===== config.mk =====
export PLATFORM = sky130hd
export DESIGN_NAME = nanov_fetch
export DESIGN_NICKNAME = d
export VERILOG_FILES = /design/src/rtl/nanov_fetch.sv
export SDC_FILE = /design/constraint.sdc
export NUM_CORES = 1
export LEC_CHECK = 0
export CAP_MARGIN = 10
export CORE_ASPECT_RATIO = 1.1
export CORE_MARGIN = 5
export CORE_UTILIZATION = 60
export CTS_BUF_LIST = sky130_fd_sc_hd__clkbuf_8
export CTS_CLUSTER_DIAMETER = 40
export CTS_CLUSTER_SIZE = 30
export DETAILED_ROUTE_END_ITERATION = 8
export GPL_TIMING_DRIVEN = 0
export PLACE_DENSITY = 0.85
export SYNTH_ARGS = -nofsm -noshare
export SYNTH_HDL_FRONTEND = slang
export SYNTH_SLANG_ARGS = --single-unit

===== constraint.sdc =====
create_clock -name clk -period 5.8 [get_ports clk]
set_clock_uncertainty 0.2 [all_clocks]
set_input_delay 1.16 -clock clk [delete_from_list [all_inputs] [get_ports clk]]
set_output_delay 1.16 -clock clk [all_outputs]
set_load 0.005 [all_outputs]

===== src/rtl/nanov_fetch.sv =====
// Instruction fetch and sequencer for the bit-serial nanoV core: streams instructions
// from an SPI flash (READ 0x03), drives cycle/counter/serial pc and redirects on branch.
module nanov_fetch #(
  parameter logic [23:0] RESET_ADDR = 24'h000000
) (
  input  logic        clk,
  input  logic        rstn,
  input  logic        spi_miso,
  output logic        spi_select,
  output logic        spi_clk_en,
  output logic        spi_mosi,
  output logic [31:0] instr,
  output logic [2:0]  cycle,
  output logic [4:0]  counter,
  output logic        pc,
  input  logic        branch,
  input  logic [31:0] data_out
);

  localparam logic [7:0]  CMD_READ  = 8'h03;
  localparam logic [31:0] INSTR_NOP = 32'h00000013;

  typedef enum logic [2:0] {
    ST_START,
    ST_CMD,
    ST_ADDR,
    ST_FILL,
    ST_EXEC
  } state_t;

  state_t      state_reg, state_next;
  logic [4:0]  bit_cnt_reg, bit_cnt_next;
  logic [31:0] shadow_reg, shadow_next;
  logic [31:0] instr_reg, instr_next;
  logic [2:0]  cycle_reg, cycle_next;
  logic [4:0]  counter_reg, counter_next;
  logic [31:0] pc_reg, pc_next;
  logic        branch_pending_reg, branch_pending_next;

  logic [6:0]  opcode;
  logic        is_jal;
  logic        is_shift;
  logic [2:0]  last_cycle;
  logic [4:0]  sample_idx;
  logic [31:0] shadow_fill;
  logic        take_branch;

  assign opcode     = instr_reg[6:0];
  assign is_jal     = (opcode == 7'b1101111);
  assign is_shift   = ((opcode == 7'b0010011) || (opcode == 7'b0110011)) && (instr_reg[13:12] == 2'b01);
  assign last_cycle = (is_jal || is_shift) ? 3'd1 : 3'd0;

  // Received bit k lands in byte k/8, MSB first within the byte.
  always_comb begin
    sample_idx  = (state_reg == ST_FILL) ? bit_cnt_reg : counter_reg;
    shadow_fill = shadow_reg;
    shadow_fill[{sample_idx[4:3], ~sample_idx[2:0]}] = spi_miso;
  end

  always_comb begin
    state_next          = state_reg;
    bit_cnt_next        = bit_cnt_reg;
    shadow_next         = shadow_reg;
    instr_next          = instr_reg;
    cycle_next          = cycle_reg;
    counter_next        = counter_reg;
    pc_next             = pc_reg;
    branch_pending_next = branch_pending_reg;
    take_branch         = 1'b0;
    spi_select          = 1'b1;
    spi_clk_en          = 1'b0;
    spi_mosi            = 1'b0;

    case (state_reg)
      ST_START: begin
        bit_cnt_next = 5'd0;
        state_next   = ST_CMD;
      end

      ST_CMD: begin
        spi_select   = 1'b0;
        spi_clk_en   = 1'b1;
        spi_mosi     = CMD_READ[~bit_cnt_reg[2:0]];
        bit_cnt_next = bit_cnt_reg + 5'd1;
        if (bit_cnt_reg == 5'd7) begin
          bit_cnt_next = 5'd0;
          state_next   = ST_ADDR;
        end
      end

      ST_ADDR: begin
        spi_select   = 1'b0;
        spi_clk_en   = 1'b1;
        spi_mosi     = pc_reg[5'd23 - bit_cnt_reg];
        bit_cnt_next = bit_cnt_reg + 5'd1;
        if (bit_cnt_reg == 5'd23) begin
          bit_cnt_next = 5'd0;
          state_next   = ST_FILL;
        end
      end

      ST_FILL: begin
        spi_select   = 1'b0;
        spi_clk_en   = 1'b1;
        shadow_next  = shadow_fill;
        bit_cnt_next = bit_cnt_reg + 5'd1;
        if (bit_cnt_reg == 5'd31) begin
          instr_next   = shadow_fill;
          cycle_next   = 3'd0;
          counter_next = 5'd0;
          state_next   = ST_EXEC;
        end
      end

      ST_EXEC: begin
        // Later cycles gate SCLK but keep select low so the flash stream just pauses.
        spi_select   = 1'b0;
        counter_next = counter_reg + 5'd1;
        if (cycle_reg == 3'd0) begin
          spi_clk_en  = 1'b1;
          shadow_next = shadow_fill;
        end
        if (counter_reg == 5'd31) begin
          if ((cycle_reg == 3'd0) && branch) begin
            branch_pending_next = 1'b1;
          end
          take_branch = branch_pending_reg || ((cycle_reg == 3'd0) && branch);
          if (cycle_reg == last_cycle) begin
            cycle_next = 3'd0;
            if (take_branch) begin
              pc_next             = data_out & ~32'h1;
              branch_pending_next = 1'b0;
              instr_next          = INSTR_NOP;
              state_next          = ST_START;
            end else begin
              pc_next    = pc_reg + 32'd4;
              instr_next = shadow_next;
            end
          end else begin
            cycle_next = cycle_reg + 3'd1;
          end
        end
      end

      default: begin
        state_next = ST_START;
      end
    endcase
  end

  always_ff @(posedge clk or negedge rstn) begin
    if (!rstn) begin
      state_reg          <= ST_START;
      bit_cnt_reg        <= 5'd0;
      shadow_reg         <= 32'd0;
      instr_reg          <= INSTR_NOP;
      cycle_reg          <= 3'd0;
      counter_reg        <= 5'd0;
      pc_reg             <= {8'h00, RESET_ADDR};
      branch_pending_reg <= 1'b0;
    end else begin
      state_reg          <= state_next;
      bit_cnt_reg        <= bit_cnt_next;
      shadow_reg         <= shadow_next;
      instr_reg          <= instr_next;
      cycle_reg          <= cycle_next;
      counter_reg        <= counter_next;
      pc_reg             <= pc_next;
      branch_pending_reg <= branch_pending_next;
    end
  end

  assign instr   = instr_reg;
  assign cycle   = cycle_reg;
  assign counter = counter_reg;
  assign pc      = pc_reg[counter_reg];

endmodule


# Word level (Yosys, flattened, before mapping)
# Memories as Yosys holds them, arrays and structs flattened.
# Cells that the tools add are included.
# classes
n_addsub,5
n_eq_ne,19
magnitude_cmp,5
shift,0
muxes,41
reduce_logical,18
bitwise_logic,2
div,0
mul,0
# op_table
op,count
32-bit two-way mux,6
32-bit case mux with 2 select lines,2
"32-bit by 3-bit adder with 32-bit output, second input constant",1
32-bit bitwise mux,1
3-bit two-way mux,9
5-bit two-way mux,4
5-bit case mux with 4 select lines,1
"5-bit by 6-bit less-than comparator with 1-bit output, second input constant",3
"5-bit == test, second input constant",3
3-bit case mux with 5 select lines,1
"5-bit by 1-bit adder with 5-bit output, second input constant",2
1-bit binary-select mux with 5-bit select,2
1-bit two-way mux,10
"2-bit != test, second input constant",5
5-bit case mux with 2 select lines,1
"7-bit by 5-bit == test with 1-bit output, second input constant",1
"7-bit by 6-bit == test with 1-bit output, second input constant",1
"7-bit == test, second input constant",1
"3-bit by 2-bit == test with 1-bit output, second input constant",2
3-bit zero test,2
3-bit inverter,2
3-bit case mux with 2 select lines,1
3-bit AND reduction,2
6-bit AND reduction,1
other kinds (20),26
# totals
romBits,8
mem_count,1
input_bits,36
ramBits,0
latch_bits,0
output_inout_bits,44
regBits,113
elab_cells,99
# mem_list
name,depth,word_bits,read_ports,rd_clocked_by_memory_dff,wr,line,rtl
(no name shown),8,1,1,0,0,83,spi_mosi = CMD_READ[~bit_cnt_reg[2:0]];

# Logic depth before layout (Yosys ltp)
# depth
depth_word,13
mapped_depth,12
mapped_depth_nobuf,9

# Worst setup path after synthesis
# Ideal clock, no wire load.
# synth_timing
path_type,register -> output
from,reg counter_reg[1] (netlist: counter[1])
to,out pc
t_required_ps,4440
path_stages_with_launch,6
n_path_buf,2
slack_ps,2473
t_arrival_ps,1967
cell_sequence,dfrtp_1 buf_2 buf_1 mux4_2 mux4_2 mux2_2
# synth_via
elab_chain_len,2
# synth_rtl
element,line,rtl
"start, declared",36,"logic [4:0] counter_reg, counter_next;"
"start signal, assigned",167,counter_reg <= counter_next;
1-bit binary-select mux with 5-bit select,176,assign pc = pc_reg[counter_reg];
1-bit two-way mux (implied by the code),176,
"end, declared",15,"output logic pc,"
# Every way passes these cells. The select of a mux whose other input is x is not followed.

# Final worst setup path
# Ends and elaborated chain as after synthesis.

==> summary.txt <==
Layout
  – Final core occ: 0.7119
  – Final nets: 887
  – Area of the multi-input gates: 3879 um2
  – Layout area overhead: 16.71%
  – Fillers: 899
  – Layout cells sized above 1: 0.1427
  – Storage element area: 2806 um2
  – Post-route cell area: 8144 um2
  – Antenna cell count: 0
  – Post-Layout Cell Count: 998

Timing
  – Minimum clock period after layout: 4.629 ns
  – Hold Violations, Final: 0
  – Fmax: 0.2160 GHz
  – Final Cycle Share: 0.7981
  – Worst slew pin tran: 0.9672 ns
  – Slew margin rel.: 0.3552
  – Setup TNS: 0 ns
  – Final setup fails: 0
  – Slew Viols, Final: 0
  – RSZ-0062 raised after global routing: false

Min path
  – WHS Path Cells: 2
  – Hold EP: instr[28]
  – Worst hold start: instr[28]
  – Worst hold path class: flip-flop to flip-flop

Critical path
  – Worst R2R Setup Slack: 2.24 ns
  – CP endpoint kind: output port
  – Worst R2R Path Depth: 11
  – Crit-path cells: buf_2 -> buf_1 -> mux4_2 -> mux4_2 -> mux2_2 -> clkdlybuf4s50_1
  – Top delay family on crit path: buffers and inverters
  – Worst Path Buf+Inv: 3
  – R2r endpoint: instr[12]
  – Critical path's slowest cell: buf_1
  – Kind of critical path: flip-flop to output port
  – Most frequent CP cell: mux4_2
  – RR Startpoint: bit_cnt_reg[2]
  – Worst endpoint required time: 4.44 ns
  – WP data arrival: 3.27 ns
  – Crit path max fanout: 10
  – CP max stage delay: 0.53 ns
  – Crit start category: flip-flop

Global routing
  – Largest net degree at the start of global routing: 59
  – Initial antenna violation count: 0
  – Grt total ovfl: 0
  – Vias in the first global route: 6420
  – Aggregate global-route resource usage: 0.2867
  – Wire length of the first global-routing pass: 32.00 mm

Yosys
  – EDFF count, synth: 0
  – Most common cell in the netlist: nand2_1
  – Syn Std Cell Area: 6978 um2
  – Syn. warnings: 0
  – Syn Nets: 797
  – Syn Inst Count: 753
  – Commonest cells in the netlist: nand2_1 (115), dfrtp_1 (109), nor2_1 (57)
  – Fraction of registers with async set/reset: 1.000
  – Top_reg_cell synth: dfrtp_1
  – Yosys top cell by area: dfrtp_1
  – Post-synthesis sequential area ratio: 0.4022
  – Synth top area cells: dfrtp_1 (39%), mux2_2 (7.1%), nand2_1 (6.2%)
  – Post-synth top area share: 0.3909
  – Synthesized area per cell: 9.267 um2
  – Yosys reg bits: 112
  – Post-synthesis cell type count: 64

Clock tree
  – CTS buffer count: 9
  – Cts hold-fix bufs: 0
  – Setup Buffers After CTS: 0
  – CTS tree: yes
  – Post-cts resize count: 0
  – H-tree lvl count: 3
  – Clk_lat worst skew: 0.40 ns
  – CTS sink cnt: 112
  – Clock transition at path regs: 0.11 ns
  – CTS root buf: clkbuf_8
  – CTS max path bufs: 2

Drt
  – Routed len/inst: 19.69 um
  – Drt total wl: 19.65 mm
  – Routed Antenna Nets: 0
  – Initial DRC count: 577
  – Drc violations: 0
  – Routed vias/inst: 6.509
  – Routed vias: 6496
  – 1st-pass router iterations: 5

Run
  – Max Cap Violations: 0

Place
  – Placed cell count: 982
  – Port Buffers: 78
  – RePlAce Congestion: 0.9632
  – Placement Cell Area: 7971 um2
  – Final HPWL DP: 14.52 mm

Power
  – Leakage: 3.184 nW
  – Pwr per Cell Area: 170.9 nW/um2
  – Pint: 1.021 mW
  – Sw frac: 0.2662
  – Clock group share of total power: 0.315
  – Worst VDD drop: 0.1311 mV
  – Total net switching power: 0.3705 mW
  – Comb pwr share: 0.092
  – Sequential Power Share: 0.593
  – Overall Power: 1.392 mW

Floorplan
  – DIE HEIGHT: 123.1 um
  – Std cell rows: 41
  – IO Pins: 80
  – Die Area: 13890 um2
  – Core area: 11440 um2
  – Die width: 112.8 um
  – Starting Density: 0.6100

Run status
  – Outcome: finished clean
-- layer usage --
metal  up-vias  part of all wire  global-route usage
li1       2958                 -                   -
met1      3132              0.39              0.3571
met2       353              0.50              0.4974
met3        53             0.071             0.03279
met4         0             0.036              0.1427
met5         -                 0                   0
-- through the flow --
| step | hold slack, ns | setup WS (ns) |
|---|---|---|
| finish | 0.2898 | 1.171 |
| global route | 0.3131 | 1.044 |
| CTS | 0.2955 | 1.179 |
| detailed placement | 0.2709 | 1.610 |
| global placement | 0.2618 | -0.7986 |
| floorplan | 0.2733 | 2.473 |
-- worst reg2reg max path: stages (launching register included) --
cell	delay [ns]
dfrtp_1	0.36
clkbuf_1	0.44
buf_1	0.45
and3_1	0.26
ha_1	0.22
nand4b_1	0.18
and2_1	0.20
nor4_1	0.35
or3_1	0.16
buf_4	0.15
buf_6	0.16
mux2_1	0.34
-- power by group through the flow --
stage	combinational [mW]	sequential, mW	clock, mW
3_5_place_dp	0.127	0.840	0
4_1_cts	0.128	0.824	0.437
5_1_grt	0.141	0.828	0.466
3_3_place_gp	0.121	0.838	0
6_report	0.128	0.826	0.438
2_1_floorplan	0.0671	0.833	0
-- cells by family (layout without fill, tap and decap cells) --
kind of cell / after synthesis / after routing / share of synthesized area
AOI/OAI and AO/OA: 222 / 222 / 0.2023
xor gates and xnor gates: 2 / 2 / 0.002511
adders and majority gates: 8 / 8 / 0.01435
muxes: 77 / 77 / 0.1504
and+or+nand+nor: 268 / 268 / 0.1863
DFF: 112 / 112 / 0.4022
buffers and inverters: 64 / 159 / 0.04196
-- worst max path at each step --
stage / startpoint / to / slack (ns) / depth (start not counted)
5_1_grt: counter[1] / pc / 1.04 / 6
3_5_place_dp: counter[1] / pc / 1.61 / 6
2_1_floorplan: counter[1] / pc / 2.47 / 5
4_1_cts: counter[1] / pc / 1.18 / 6
3_3_place_gp: rstn / pc_reg[28] / -0.80 / 1
6_report: counter[1] / pc / 1.17 / 6
-- layout by cell type, fill, tap and decap left out, types with 9 or more instances in the layout --
master	count
o22ai_1	26
nand2_1	115
nor3_1	11
buf_2	12
a21oi_1	53
o21ai_0	51
nand3_1	20
clkbuf_1	34
nor2_1	57
nand2b_1	11
clkbuf_8	9
dfrtp_1	109
clkdlybuf4s50_1	77
mux4_2	16
a2bb2oi_1	9
o211ai_1	17
a31oi_1	9
mux2_2	44
-- cell type report --
| cell class | count | share of cell area |
|---|---|---|
| plain buffers | 56 | 0.03226 |
| clock buffers | 9 | 0.01521 |
| clock inverters | 7 | 0.005992 |
| inverters | 8 | 0.003687 |
| multi-input cells | 577 | 0.4763 |
| flip-flops and latches | 112 | 0.3446 |
| well taps | 150 | 0.02305 |
| repair buffers | 79 | 0.09894 |
(Power assumes the default switching activity.)
